**src/rtl/fixed_point_pkg.sv**
```systemverilog
// Shared fixed-point helpers for the subtractor/adder family: format sizing,
// saturation constants and overflow-check width.
package fixed_point_pkg;

  function automatic int max_int(input int a, input int b);
    return (a > b) ? a : b;
  endfunction

  // Largest positive two's-complement value of width w: 0 followed by all 1s.
  function automatic logic [63:0] sat_max(input int w);
    return (64'd1 << (w - 1)) - 64'd1;
  endfunction

  // Most negative two's-complement value of width w: 1 followed by all 0s.
  function automatic logic [63:0] sat_min(input int w);
    return 64'd1 << (w - 1);
  endfunction

  // Number of integer MSBs dropped when narrowing il+1 integer bits to wio.
  function automatic int ovf_check_width(input int wio, input int il);
    return (il + 1 > wio) ? (il + 1 - wio) : 0;
  endfunction

endpackage

```
**src/rtl/fixed_point_rescale.sv**
```systemverilog
// Combinational conversion of an exact (IL+1).FL value to WIO.WFO with
// overflow detection and optional saturation.
module fixed_point_rescale import fixed_point_pkg::*; #(
  parameter int IL  = 4,
  parameter int FL  = 4,
  parameter int WIO = 5,
  parameter int WFO = 4,
  parameter int SAT = 0
) (
  input  logic [IL+FL:0]      d_in,
  output logic [WIO+WFO-1:0]  d_out,
  output logic                ovf
);

  localparam int DW   = IL + FL + 1;
  localparam int WO   = WIO + WFO;
  localparam int SHL  = (WFO >= FL) ? (WFO - FL) : 0;
  localparam int SHR  = (WFO >= FL) ? 0 : (FL - WFO);
  localparam int WW   = DW + SHL + WO;
  localparam int NCHK = ovf_check_width(WIO, IL);

  localparam logic [WO-1:0] MAXV = WO'(sat_max(WO));
  localparam logic [WO-1:0] MINV = WO'(sat_min(WO));

  logic signed [WW-1:0] ext;
  logic [WO-1:0]        wrap;
  logic [NCHK:0]        chk;

  always_comb begin
    ext  = $signed({{(WW - DW){d_in[DW-1]}}, d_in});
    // Arithmetic right shift drops fraction LSBs, i.e. truncates toward -inf.
    wrap = WO'((ext <<< SHL) >>> SHR);
    // Dropped MSBs plus the new sign bit must all agree for the value to fit.
    chk  = d_in[DW-1 -: NCHK + 1];
    ovf  = !((chk == '0) || (chk == '1));
    if ((SAT != 0) && ovf) begin
      d_out = d_in[DW-1] ? MINV : MAXV;
    end else begin
      d_out = wrap;
    end
  end

endmodule

```
**src/rtl/fixed_point_subtractor.sv**
```systemverilog
// Two-stage valid/ready fixed-point subtractor: out_diff = in1 - in2,
// aligned exactly in stage 1 and rescaled to WIO.WFO in stage 2.
module fixed_point_subtractor import fixed_point_pkg::*; #(
  parameter int WI1 = 3,
  parameter int WF1 = 4,
  parameter int WI2 = 4,
  parameter int WF2 = 3,
  parameter int WIO = max_int(WI1, WI2) + 1,
  parameter int WFO = max_int(WF1, WF2),
  parameter int SAT = 0
) (
  input  logic                 clk,
  input  logic                 rst,
  input  logic                 in_valid,
  output logic                 in_ready,
  input  logic [WI1+WF1-1:0]   in1,
  input  logic [WI2+WF2-1:0]   in2,
  output logic                 out_valid,
  input  logic                 out_ready,
  output logic [WIO+WFO-1:0]   out_diff,
  output logic                 out_ovf,
  input  logic                 ovf_clr,
  output logic                 ovf_sticky
);

  localparam int IL = max_int(WI1, WI2);
  localparam int FL = max_int(WF1, WF2);
  localparam int DW = IL + FL + 1;
  localparam int WO = WIO + WFO;

  logic              s1_valid_q, s1_valid_d;
  logic [DW-1:0]     s1_diff_q, s1_diff_d;
  logic              out_valid_q, out_valid_d;
  logic [WO-1:0]     out_diff_q, out_diff_d;
  logic              out_ovf_q, out_ovf_d;
  logic              ovf_sticky_q, ovf_sticky_d;

  logic signed [DW-1:0] a1, a2;
  logic [WO-1:0]        resc_diff;
  logic                 resc_ovf;
  logic                 s2_load, s1_adv, s1_load;

  fixed_point_rescale #(
    .IL  (IL),
    .FL  (FL),
    .WIO (WIO),
    .WFO (WFO),
    .SAT (SAT)
  ) u_rescale (
    .d_in  (s1_diff_q),
    .d_out (resc_diff),
    .ovf   (resc_ovf)
  );

  always_comb begin
    a1 = DW'($signed(in1)) <<< (FL - WF1);
    a2 = DW'($signed(in2)) <<< (FL - WF2);

    s2_load  = !out_valid_q || out_ready;
    s1_adv   = s1_valid_q && s2_load;
    in_ready = !rst && (!s1_valid_q || s1_adv);
    s1_load  = in_valid && in_ready;

    s1_valid_d = s1_load || (s1_valid_q && !s1_adv);
    s1_diff_d  = s1_load ? DW'(a1 - a2) : s1_diff_q;

    out_valid_d = s1_adv || (out_valid_q && !out_ready);
    out_diff_d  = s1_adv ? resc_diff : out_diff_q;
    out_ovf_d   = s1_adv ? resc_ovf  : out_ovf_q;

    // A consumed overflow takes priority over a clear in the same cycle.
    if (out_valid_q && out_ready && out_ovf_q) begin
      ovf_sticky_d = 1'b1;
    end else if (ovf_clr) begin
      ovf_sticky_d = 1'b0;
    end else begin
      ovf_sticky_d = ovf_sticky_q;
    end
  end

  always_ff @(posedge clk) begin
    if (rst) begin
      s1_valid_q   <= 1'b0;
      s1_diff_q    <= '0;
      out_valid_q  <= 1'b0;
      out_diff_q   <= '0;
      out_ovf_q    <= 1'b0;
      ovf_sticky_q <= 1'b0;
    end else begin
      s1_valid_q   <= s1_valid_d;
      s1_diff_q    <= s1_diff_d;
      out_valid_q  <= out_valid_d;
      out_diff_q   <= out_diff_d;
      out_ovf_q    <= out_ovf_d;
      ovf_sticky_q <= ovf_sticky_d;
    end
  end

  assign out_valid  = out_valid_q;
  assign out_diff   = out_diff_q;
  assign out_ovf    = out_ovf_q;
  assign ovf_sticky = ovf_sticky_q;

endmodule

```
**config.mk**
```make
export PLATFORM = sky130hd
export DESIGN_NAME = fixed_point_subtractor
export DESIGN_NICKNAME = d
export VERILOG_FILES = /design/src/rtl/fixed_point_pkg.sv /design/src/rtl/fixed_point_rescale.sv /design/src/rtl/fixed_point_subtractor.sv
export SDC_FILE = /design/constraint.sdc
export NUM_CORES = 1
export LEC_CHECK = 0
export ABC_AREA = 1
export CORE_ASPECT_RATIO = 1.4
export CORE_UTILIZATION = 30
export CTS_CLUSTER_SIZE = 14
export DETAILED_ROUTE_END_ITERATION = 10
export GPL_ROUTABILITY_DRIVEN = 0
export HOLD_SLACK_MARGIN = 0.02
export PLACE_DENSITY = 0.56
export SYNTH_ARGS = -nofsm -noshare
export SYNTH_HDL_FRONTEND = slang
export SYNTH_HIERARCHICAL = 1
export SYNTH_SLANG_ARGS = --single-unit
```
**constraint.sdc**
```tcl
create_clock -name clk -period 2.7 [get_ports clk]
set_clock_uncertainty 0.2 [all_clocks]
set_input_delay 0.54 -clock clk [delete_from_list [all_inputs] [get_ports clk]]
set_output_delay 0.54 -clock clk [all_outputs]
set_load 0.01 [all_outputs]
```
==> results.toml <==
[outcome]
status = "finished, final reports clean"

[clock_network]
root_buffer = "clkbuf_8"
tritoncts = "yes"
hold_buffers = 0
clock_sinks = 22
cts_resized = 0
cts-htree-levels = 1
cts.clk_slew.worst_paths_ps = 80
insertion_delay_ps = 260
post_cts_buffers = 0
cts-buffers-inserted = 3
cts_buffer_depth = 2

[power]
power-per-cell-area_nw_per_um2 = 532
ir_drop_uv = 228
p_leak_uw = 0.000735

[worst_setup_path]
worstSetupEndpoint = "in_ready"
worstPathMaxFanout = 2
crit_required_ps = 1960
crit_chain = "clkdlybuf4s50_1 > inv_1 > nand3_2 > nand2_4 > inv_1 > clkdlybuf4s50_1"
crit_path_start_kind = "input pin"
slowest_delay_ps = 520
worst_r2r_path_depth = 5
timing.rr.start = "out_valid"
cp_slowest_cell = "clkdlybuf4s50_1"
critical_path_class = "in -> out"
timing.rr.end = "out_diff[4]"
end_kind = "primary output"
worstPathArrival_ps = 1810
crit_start = "out_ready"
ff2ff_setup_slack_ps = 1380

[sta]
setup_viol = 0
timing.fmax_mhz = 393
hold_viol_final = 0
fin_ws_ps = 153
rsz0062_at_grt = "no"
finalWorstPathRequiredPeriod_ps = 2550
slew_viol_final = 0
fin_crit_sh_pct = 94.3
tns_ps = 0

[layout]
diodes = 0
drive_gt1_share_pct = 6.15
syn2layout_area_growth_pct = 29.2
finalNetCount = 223
fin_util_pct = 40.4

[global_route]
grt_max_degree = 20
antenna_found_initial = 0
grt_first_pass_wirelength_mm = 3.57
grt_pass1_vias = 895
track_usage_pct = 10.0
overflow = 0

[logic_synthesis]
syn_area_um2 = 1220
synth_cell_types = 26
synthTopCellsByArea = "dfxtp_1, nand2_1, nor2_1, ha_1, buf_4"
synth_warnings = 6
async_flop_share_pct = 0
yosysTopAreaCellShare_pct = 36.0
synth_nets = 198
syn_inst = 171
synth_edf_count = 0
post-synth-top-count-cell = "nand2_1"
ys.flop_type = "dfxtp_1"
synth_top_area_cell = "dfxtp_1"
yosysSeqAreaShare_pct = 36.0
syn_area_per_cell_um2 = 7.16
synth-seq-cells = 22
synthTopCellsByCount = "nand2_1, nor2_1, dfxtp_1, inv_1, o21ai_0"

[route]
initialDrtViolationCount = 3
vias_per_cell = 4.19
vias = 998
ant_nets = 0
route.met3.wl_um = 61
wl_met1_um = 922
totalWireLength_mm = 1.92
routed.top_layer = "met4"
wl_met2_um = 885
wl_per_cell_um = 8.07
first_pass_iters = 2
drc = 0

[run]
drv_cap = 0

[floorplan]
core_region_area_um2 = 3920
die_w_um = 56.0
design.die.area_um2 = 4350
num_rows = 27
fp.dieH_um = 77.6
io_pins = 32
initial_utilization_pct = 31.3

[min_path]
hold_path_class = "reg -> reg"

[placement]
dp_hpwl_mm = 1.56
place_ws_ps = 145
portBuffers = 31
worst max-delay path, delay by kind of cell:
| family | cells | cell delay [ps] |
|---|---|---|
| AND/OR/NAND/NOR | 2 | 160 |
| buffers and inverters | 4 | 1100 |
routing by layer:
metal  up-vias  GRT usage, %
li1        567             -
met1       403          12.0
met2        24          16.8
met3         4          1.17
met4         0          6.59
met5         -             0
where the power goes:
group / leakage, uW / total, uW / switching [uW] / internal (uW)
clock network: 0.0000357 / 301 / 103 / 198
registers: 0.000182 / 365 / 13.2 / 352
logic: 0.000518 / 176 / 84.7 / 91.2
total: 0.000735 / 842 / 201 / 641
worst min-delay path by stage:
| stage | start | to | slack, ps | cells after the start |
|---|---|---|---|---|
| detailed placement | ovf_sticky | ovf_sticky | 260 | 2 |
| global route | ovf_sticky | ovf_sticky | 300 | 2 |
| floorplan | s1_diff_q[5] | s1_diff_q[5] | 250 | 2 |
| finish | ovf_sticky | ovf_sticky | 270 | 2 |
| CTS | ovf_sticky | ovf_sticky | 270 | 2 |
| global placement | s1_diff_q[5] | s1_diff_q[5] | 260 | 2 |
area by class of cell:
cell class / count / area, um^2
inverters: 25 / 96.3
repair buffers: 33 / 325
fillers: 417 / 2340
flip-flops and latches: 22 / 440
well taps: 43 / 53.8
clock buffers: 3 / 41.3
multi-input cells: 111 / 596
clock inverters: 1 / 30.0
stage by stage:
stage,hold WS (ps),area (um^2),power (uW),std cells
CTS,272,1580,856,238
global placement,258,1510,549,234
detailed placement,260,1510,551,234
finish,266,1580,842,238
floorplan,248,1220,500,171
global route,297,1580,893,238
sequential cells by signal (all words and copies together) (netlist names):
| register | count |
|---|---|
| s1_valid_q | 1 |
| ovf_sticky | 1 |
| out_ovf | 1 |
| out_diff | 9 |
| s1_diff_q | 9 |
| out_valid | 1 |
kinds of logic after synthesis:
family	count (synthesis)	share of synthesized area [%]
other	1	0.306
xor gates and xnor gates	2	1.43
AOI/OAI and AO/OA	24	10.1
adders and majority gates	8	8.78
DFF	22	36.0
and+or+nand+nor	76	28.0
buffers and inverters	38	15.4
cell usage in the layout (no fill, tap or decap), types with 2 or more instances in the layout:
| cell type | count |
|---|---|
| a21oi_1 | 7 |
| buf_4 | 2 |
| clkbuf_8 | 3 |
| clkdlybuf4s50_1 | 31 |
| dfxtp_1 | 22 |
| ha_1 | 7 |
| inv_1 | 22 |
| nand2_1 | 33 |
| nand3_1 | 10 |
| nand3b_1 | 2 |
| nor2_1 | 25 |
| o21ai_0 | 13 |
| o21ai_1 | 3 |
(Power assumes the default switching activity.)
